==> config.mk <==
export PLATFORM = sky130hd
export DESIGN_NAME = search_rr_arbiter
export DESIGN_NICKNAME = d
export VERILOG_FILES = /design/src/rtl/search_rr_arbiter.sv
export SDC_FILE = /design/constraint.sdc
export NUM_CORES = 1
export LEC_CHECK = 0
export BUFFER_PORTS_ARGS = -buffer_cell sky130_fd_sc_hd__buf_2
export CAP_MARGIN = 20
export CORE_MARGIN = 1.5
export CORE_UTILIZATION = 44
export CTS_CLUSTER_DIAMETER = 100
export DETAILED_ROUTE_END_ITERATION = 16
export GPL_TIMING_DRIVEN = 0
export PLACE_DENSITY = 0.84
export SLEW_MARGIN = 0
export SYNTH_ARGS = -nofsm -noshare
export SYNTH_HDL_FRONTEND = slang
export SYNTH_SLANG_ARGS = --single-unit
==> constraint.sdc <==
create_clock -name clk -period 2.9 [get_ports clk]
set_input_delay 0.29 -clock clk [delete_from_list [all_inputs] [get_ports clk]]
set_output_delay 0.29 -clock clk [all_outputs]
set_load 0.05 [all_outputs]
==> src/rtl/search_rr_arbiter.sv <==
// search_rr_arbiter
//   Round-robin collector for the pixel-core array. Scans NB core done flags
//   from a rotating pointer. It captures the winning core's address and pixel
//   into a registered output stage and pulses a one-hot ack (mask) to release
//   that core. The result then goes to the frame writer over a valid/ready
//   handshake.
//
// Parameters
//   NB  number of pixel cores (>=1)
//   AW  per-core pixel address width
//   DW  per-core pixel data width
//
// Ports
//   clk, rst      clock (rising edge), asynchronous active-high reset
//   search_en     1 = new captures allowed, 0 = pause (held result still drains)
//   cataddresses  core i address at [i*AW +: AW]
//   catpixels     core i pixel at [i*DW +: DW]
//   done          per-core result-pending flags
//   mask          one-hot, one-cycle ack to the captured core
//   found         one-cycle pulse, high exactly when mask != 0
//   out_valid     output stage holds a result
//   out_ready     writer accepts the held result this cycle
//   sel_address   captured address, stable while out_valid
//   sel_data      captured pixel, stable while out_valid
//   result_count  accepted-result counter (present only with SEARCH_CNT_EN)
//
// Configuration macro: SEARCH_CNT_EN adds the 32-bit wrapping result_count.

module search_rr_arbiter #(
  parameter int NB = 4,
  parameter int AW = 32,
  parameter int DW = 8
) (
  input  logic             clk,
  input  logic             rst,
  input  logic             search_en,
  input  logic [NB*AW-1:0] cataddresses,
  input  logic [NB*DW-1:0] catpixels,
  input  logic [NB-1:0]    done,
  output logic [NB-1:0]    mask,
  output logic             found,
  output logic             out_valid,
  input  logic             out_ready,
  output logic [AW-1:0]    sel_address,
  output logic [DW-1:0]    sel_data
`ifdef SEARCH_CNT_EN
  ,
  output logic [31:0]      result_count
`endif
);

  localparam int PW = (NB > 1) ? $clog2(NB) : 1;

  logic [NB-1:0] mask_q, mask_d;
  logic          found_q, found_d;
  logic          vld_q, vld_d;
  logic [AW-1:0] addr_q, addr_d;
  logic [DW-1:0] data_q, data_d;
  logic [PW-1:0] ptr_q, ptr_d;

  logic [NB-1:0] cand;
  logic [PW-1:0] win;
  logic          hit_hi, hit_lo, hit;
  logic [PW-1:0] win_hi, win_lo;
  logic          capture;

  // The core acked last cycle may still show done; exclude it.
  assign cand = done & ~mask_q;

  // Rotating priority as two fixed-priority passes: lowest candidate at or
  // above ptr wins; otherwise wrap to the lowest candidate overall.
  always_comb begin
    hit_hi = 1'b0;
    hit_lo = 1'b0;
    win_hi = '0;
    win_lo = '0;
    for (int i = NB - 1; i >= 0; i--) begin
      if (cand[i]) begin
        hit_lo = 1'b1;
        win_lo = PW'(i);
        if (i >= int'(ptr_q)) begin
          hit_hi = 1'b1;
          win_hi = PW'(i);
        end
      end
    end
    hit = hit_hi | hit_lo;
    win = hit_hi ? win_hi : win_lo;
  end

  // A new result may enter when the stage is empty or being drained now.
  assign capture = search_en && hit && (!vld_q || out_ready);

  always_comb begin
    mask_d  = '0;
    found_d = 1'b0;
    ptr_d   = ptr_q;
    addr_d  = addr_q;
    data_d  = data_q;
    vld_d   = out_ready ? 1'b0 : vld_q;
    if (capture) begin
      mask_d  = NB'(1) << win;
      found_d = 1'b1;
      vld_d   = 1'b1;
      ptr_d   = (int'(win) == NB - 1) ? '0 : win + PW'(1);
      for (int i = 0; i < NB; i++) begin
        if (PW'(i) == win) begin
          addr_d = cataddresses[i*AW +: AW];
          data_d = catpixels[i*DW +: DW];
        end
      end
    end
  end

  always_ff @(posedge clk or posedge rst) begin
    if (rst) begin
      mask_q  <= '0;
      found_q <= 1'b0;
      vld_q   <= 1'b0;
      addr_q  <= '0;
      data_q  <= '0;
      ptr_q   <= '0;
    end else begin
      mask_q  <= mask_d;
      found_q <= found_d;
      vld_q   <= vld_d;
      addr_q  <= addr_d;
      data_q  <= data_d;
      ptr_q   <= ptr_d;
    end
  end

  assign mask        = mask_q;
  assign found       = found_q;
  assign out_valid   = vld_q;
  assign sel_address = addr_q;
  assign sel_data    = data_q;

`ifdef SEARCH_CNT_EN
  logic [31:0] cnt_q;

  always_ff @(posedge clk or posedge rst) begin
    if (rst) begin
      cnt_q <= '0;
    end else if (vld_q && out_ready) begin
      cnt_q <= cnt_q + 32'd1;
    end
  end

  assign result_count = cnt_q;
`endif

endmodule
* After elaboration in Yosys (flattened, before gate mapping)
Cells that the tools add are included.
** Word-level totals
- Output and inout port bits :: 46
- Word-level logic and storage cells :: 60
- Bits in registers :: 48
- Bits of input ports :: 168
** Operators by class
- Multiplexer cells :: 34
- Equal/unequal tests :: 4
- Shifts and indexed selects :: 1
- Add/sub/neg operators :: 1
- Order comparisons :: 3
- Reductions and logical operators :: 8
- Bitwise gates (word level) :: 3
** Operators with widths (number)
- $mux 32 :: 4
- $mux 8 :: 4
- $mux 2 :: 12
- $mux 1 :: 13
- $and 4x4->4 :: 1
- $eq 2x2->1 const A :: 2
- $ge 1x2->1 const A :: 2
- $mux 4 :: 1
- $not 4->4 :: 1
- $reduce_bool 4->1 :: 1
- $shl 1x2->4 const A :: 1
- $add 2x1->2 const B :: 1
- $eq 1x2->1 const A :: 1
- $eq 2x1->1 const B :: 1
- $ge 2x2->1 const A :: 1
- $logic_and 1x1->1 :: 2
- $logic_not 2->1 :: 1
- $reduce_and 2->1 :: 1
- $reduce_bool 2->1 :: 1
- $logic_not 1->1 :: 1
- $logic_or 1x1->1 :: 1
- $or 1x1->1 :: 1

* Logic depth before layout (Yosys ltp)
- Word-level depth :: 15
- Mapped depth :: 11
- Mapped depth without buffers :: 9

* Worst setup path after synthesis
OpenSTA, ideal clock, no wires.
- Path type :: reg-to-reg
- Start :: register mask_q[1] (netlist: mask[1])
- End :: register addr_q[0] (netlist: sel_address[0])
- Slack :: 0.095 ns
- Required time :: 2.775 ns
- Library setup time :: 0.125 ns
- Path buffers :: 2
- Clock period less this slack :: 2.805 ns
- Arrival time :: 2.680 ns
- Cell stages (with the launch flop) :: 12
- Path through :: dfrtp_1 > or2b_2 > a211oi_1 > o22ai_1 > inv_1 > ha_1 > clkbuf_1 > buf_2 > mux2_2 > mux2i_1 > o21ai_0 > mux2_4
** On the way
- Cells in the longest elaborated chain, start to end :: 10
- Elaborated cells between the ends (all ways) :: 25
- Those cells by class :: eq/ne (3); mux (14); bitwise (3); reduce/logical (5)
** Ends and longest elaborated chain
- start, declared :: line 54 : logic [NB-1:0] mask_q, mask_d;
- start signal, assigned :: line 124 : mask_q <= mask_d;
- $not 4->4 (*) :: line 68 : assign cand = done & ~mask_q;
- $and 4x4->4 (*) :: line 68
- $mux 2 or $mux 1 (tied branches) :: line 78 : if (cand[i]) begin
- $mux 2 or $mux 1 (tied branches) :: line 81 : if (i >= int'(ptr_q)) begin
- $mux 2 or $mux 1 (tied branches) :: line 78
- $mux 2 :: line 88 : win = hit_hi ? win_hi : win_lo;
- $eq 1x2->1 :: line 107 : if (PW'(i) == win) begin
- $mux 32 (3 in a row) :: line 107
- end signal, assigned :: line 127 : addr_q <= addr_d;
- end, declared :: line 57 : logic [AW-1:0] addr_q, addr_d;
Mark *: on every way between the ends. The rest lies on a longest branch, timed or not.
A chain may end at the register's enable or synchronous reset.

* Worst setup path in the final report
- Start :: register mask_q[1] (netlist: mask[1])
- End :: register addr_q[11] (netlist: sel_address[11])
Same word-level chain as after synthesis.

==> run_summary.xml <==
<?xml version="1.0" encoding="UTF-8"?>
<metrics>
  <group name="timing">
    <metric name="fin_setup_tns" unit="ps">0</metric>
    <metric name="max_slew_margin" unit="%">64.46</metric>
    <metric name="timing_hold_violations_final" unit="">0</metric>
    <metric name="worst_hold_slack" unit="ps">24.12</metric>
    <metric name="min_period" unit="ps">2771</metric>
    <metric name="post_route_clock_period_utilization" unit="%">95.55</metric>
    <metric name="final.setup_skew" unit="ps">10.03</metric>
    <metric name="max_slew.worst_pin.slew" unit="ps">532.3</metric>
    <metric name="report.final.slew_viol_count" unit="">0</metric>
    <metric name="finalSetupViolations" unit="">0</metric>
    <metric name="grt_setup_unrepaired" unit="">false</metric>
    <metric name="fmaxAchievable" unit="MHz">360.9</metric>
  </group>
  <group name="clock_tree">
    <metric name="ctsRootBufferMaster" unit="">clkbuf_8</metric>
    <metric name="insertion_delay" unit="ps">300</metric>
    <metric name="cts-root-to-sink-buffers" unit="">2</metric>
    <metric name="total_clock_sinks" unit="">48</metric>
    <metric name="tritoncts" unit="">done</metric>
    <metric name="cts.htree.levels" unit="">2</metric>
    <metric name="cts.clk_slew.worst_paths" unit="ps">90</metric>
    <metric name="numCtsBuffers" unit="">5</metric>
    <metric name="cts_hold_buf" unit="">0</metric>
  </group>
  <group name="synth">
    <metric name="synth.net_count" unit="">477</metric>
    <metric name="syn_avg_cell_area" unit="sq um">11.39</metric>
    <metric name="syn_inst" unit="">305</metric>
    <metric name="ys_ff_latch" unit="">48</metric>
    <metric name="synthesis_warnings" unit="">0</metric>
    <metric name="cell_area_after_synthesis" unit="sq mm">0.003473</metric>
    <metric name="yosysUniqueCellTypes" unit="">30</metric>
    <metric name="synth.yosys.seq_area_share" unit="%">34.58</metric>
  </group>
  <group name="placed_design">
    <metric name="buffer_ports.inserted" unit="">213</metric>
    <metric name="placement.cell_area" unit="sq mm">0.004687</metric>
    <metric name="detailed_place_hpwl" unit="microns">7601</metric>
    <metric name="numPlacedInstances" unit="">621</metric>
    <metric name="gp_congestion" unit="">0.7862</metric>
  </group>
  <group name="run_status">
    <metric name="status" unit="">finished, final reports clean</metric>
  </group>
  <group name="floorplan">
    <metric name="initial_utilization" unit="%">45.18</metric>
    <metric name="floorplan.die.width" unit="microns">91.85</metric>
    <metric name="placeable_core_area" unit="sq mm">0.007687</metric>
    <metric name="ios" unit="">214</metric>
    <metric name="floorplan.rows" unit="">32</metric>
    <metric name="fp.dieH" unit="microns">91.85</metric>
    <metric name="die_area" unit="sq mm">0.008436</metric>
  </group>
  <group name="cells_and_area">
    <metric name="diode_count" unit="">0</metric>
    <metric name="post-route-cell-area" unit="sq mm">0.004830</metric>
    <metric name="num-nets-final" unit="">697</metric>
    <metric name="drive_above_1_share" unit="%">62.55</metric>
    <metric name="mostFrequentLayoutCell" unit="">buf_2</metric>
    <metric name="layout_common_cells" unit="">215 x buf_2, 48 x dfrtp_1, 42 x mux2_2</metric>
    <metric name="final_core_utilization" unit="%">62.83</metric>
    <metric name="layout-area-overhead-vs-synth" unit="%">39.05</metric>
    <metric name="finalNonFillerCells" unit="">628</metric>
  </group>
  <group name="critical_path">
    <metric name="path_class" unit="">flip-flop to flip-flop</metric>
    <metric name="worst_setup_path_start_kind" unit="">flip-flop</metric>
    <metric name="critical_path_buf_inv_count" unit="">3</metric>
    <metric name="end_kind" unit="">flip-flop</metric>
    <metric name="cp.arrival" unit="ps">2960</metric>
    <metric name="path_max_fanout" unit="">10</metric>
    <metric name="cp_common_cell" unit="">buf_12</metric>
    <metric name="cp_slowest_cell" unit="">dfrtp_1</metric>
    <metric name="critical-path-max-stage-delay" unit="ps">420</metric>
    <metric name="critPathRequiredTime" unit="ps">3090</metric>
    <metric name="path_delay_family" unit="">simple AND/OR/NAND/NOR gates</metric>
    <metric name="cp_cell_sequence" unit="">or2b_2 &gt; a211oi_1 &gt; o22ai_2 &gt; ha_1 &gt; clkbuf_1 &gt; nor4_2 &gt; nor3_4 &gt; buf_12 &gt; buf_12 &gt; mux2_4</metric>
  </group>
  <group name="detailed_routing">
    <metric name="postRouteAntennaNets" unit="">0</metric>
    <metric name="vias" unit="">3197</metric>
    <metric name="wirelength" unit="microns">9656</metric>
    <metric name="routed_wire_length_per_instance" unit="microns">15.38</metric>
    <metric name="post-route-drc-count" unit="">0</metric>
    <metric name="vias_per_cell" unit="">5.091</metric>
    <metric name="drt-initial-drc-count" unit="">80</metric>
    <metric name="drt_pre_antenna_iters" unit="">4</metric>
  </group>
  <group name="pwr">
    <metric name="vdd.ir_drop.worst" unit="V">0.0006372</metric>
    <metric name="power.density_cell_area" unit="mW/mm^2">1121</metric>
    <metric name="static-leakage-power" unit="uW">0.002411</metric>
  </group>
  <group name="global_routing">
    <metric name="grt_start_max_net_pins" unit="">26</metric>
    <metric name="grt_pass1_vias" unit="">3297</metric>
    <metric name="grt_util_all_layers" unit="%">22.15</metric>
    <metric name="grt_antenna_before_repair" unit="">0</metric>
    <metric name="global_route.overflow_total" unit="">0</metric>
    <metric name="grt_first_pass_wirelength" unit="microns">14920</metric>
  </group>
  <group name="worst_hold_path">
    <metric name="holdCritPathClass" unit="">input port to asynchronous set/reset pin</metric>
  </group>
  <group name="flow_run">
    <metric name="cap_violations" unit="">0</metric>
  </group>
</metrics>
-- flip-flops by register name, indices dropped and copies added (netlist names) --
name,cells
sel_address,32
found,1
mask,4
out_valid,1
sel_data,8
ptr_q,2
-- power by group --
part / internal, uW / leakage, uW / total, uW / switching, uW
Clock: 194 / 0.0000445 / 421 / 227
Sequential: 991 / 0.000578 / 1180 / 193
Combinational: 1590 / 0.00179 / 3810 / 2220
Total: 2780 / 0.00241 / 5410 / 2640
-- layer usage --
metal,GRT usage [%],wire [microns],up-vias
met1,25.88,3885,1519
met5,0,0,-
met3,3.731,588,12
met4,5.897,110,0
met2,41.42,5071,146
li1,-,-,1520
-- timing repair --
item                                    4_1_cts  5_1_grt
setup buffers                                 0        1
resized for setup                             4        6
pin swaps                                     0        1
endpoints found under the hold margin         0        0
endpoints found under the setup margin       40       40
-- worst paths after layout --
path	startpoint	endpoint	slack, ps	depth (start not counted)
hold reg to reg	sel_address[6]	sel_address[6]	510	1
setup / recovery	mask[1]	sel_address[11]	130	10
hold / removal	rst	sel_address[22]	20	2
min in group clk	cataddresses[114]	sel_address[18]	320	4
setup reg to reg	mask[1]	sel_address[11]	130	10
max in group asynchronous	rst	sel_address[1]	2360	3
-- cell usage after synthesis --
library cell | count | area (sq um)
a211oi_1 | 1 | 7.510
a21o_2 | 1 | 8.760
a21oi_1 | 1 | 5.000
and2_1 | 4 | 25.02
and2b_1 | 1 | 7.510
buf_12 | 4 | 80.08
buf_2 | 8 | 40.04
clkbuf_1 | 11 | 41.29
dfrtp_1 | 48 | 1201
ha_1 | 4 | 50.05
inv_1 | 2 | 7.510
mux2_2 | 42 | 473.0
mux2_4 | 40 | 600.6
mux2i_1 | 40 | 400.4
nand2_1 | 40 | 150.1
nand2b_1 | 2 | 12.51
nor2_1 | 2 | 7.510
nor2b_1 | 1 | 6.260
nor2b_2 | 1 | 8.760
nor2b_4 | 2 | 27.53
nor3_4 | 1 | 16.27
nor3b_1 | 1 | 7.510
nor4_2 | 1 | 12.51
o21ai_0 | 40 | 200.2
o221a_2 | 1 | 11.26
o22a_1 | 1 | 8.760
o22ai_1 | 2 | 12.51
o41ai_4 | 1 | 27.53
or2b_1 | 1 | 7.510
or2b_2 | 1 | 8.760
-- cell type report --
class	count	area, sq um
repair buffers	215	1106
plain buffers	21	168.9
fillers	628	2858
clock buffers	7	86.33
flip-flops and latches	48	1201
well taps	102	127.6
multi-input cells	232	2125
inverters	2	7.507
clock inverters	1	7.507
-- logic make-up (layout without fill, tap and decap cells) --
group                      count (synthesis)  in the layout  synth area share, %
AOI/OAI and AO/OA                         48             48                8.105
adders and majority gates                  4              4                1.441
buffers and inverters                     25            246                4.863
and+or+nand+nor                           58             58                8.574
muxes                                    122            122                42.44
DFF                                       48             48                34.58
-- metrics by stage --
stage               total power (uW)  worst slack (ps)
floorplan                       4111             94.98
global placement                4843            -52.25
detailed placement              4942            -105.6
CTS                             5389             34.39
global route                    5709             3.390
finish                          5414             129.1
(Power assumes the default switching activity.)
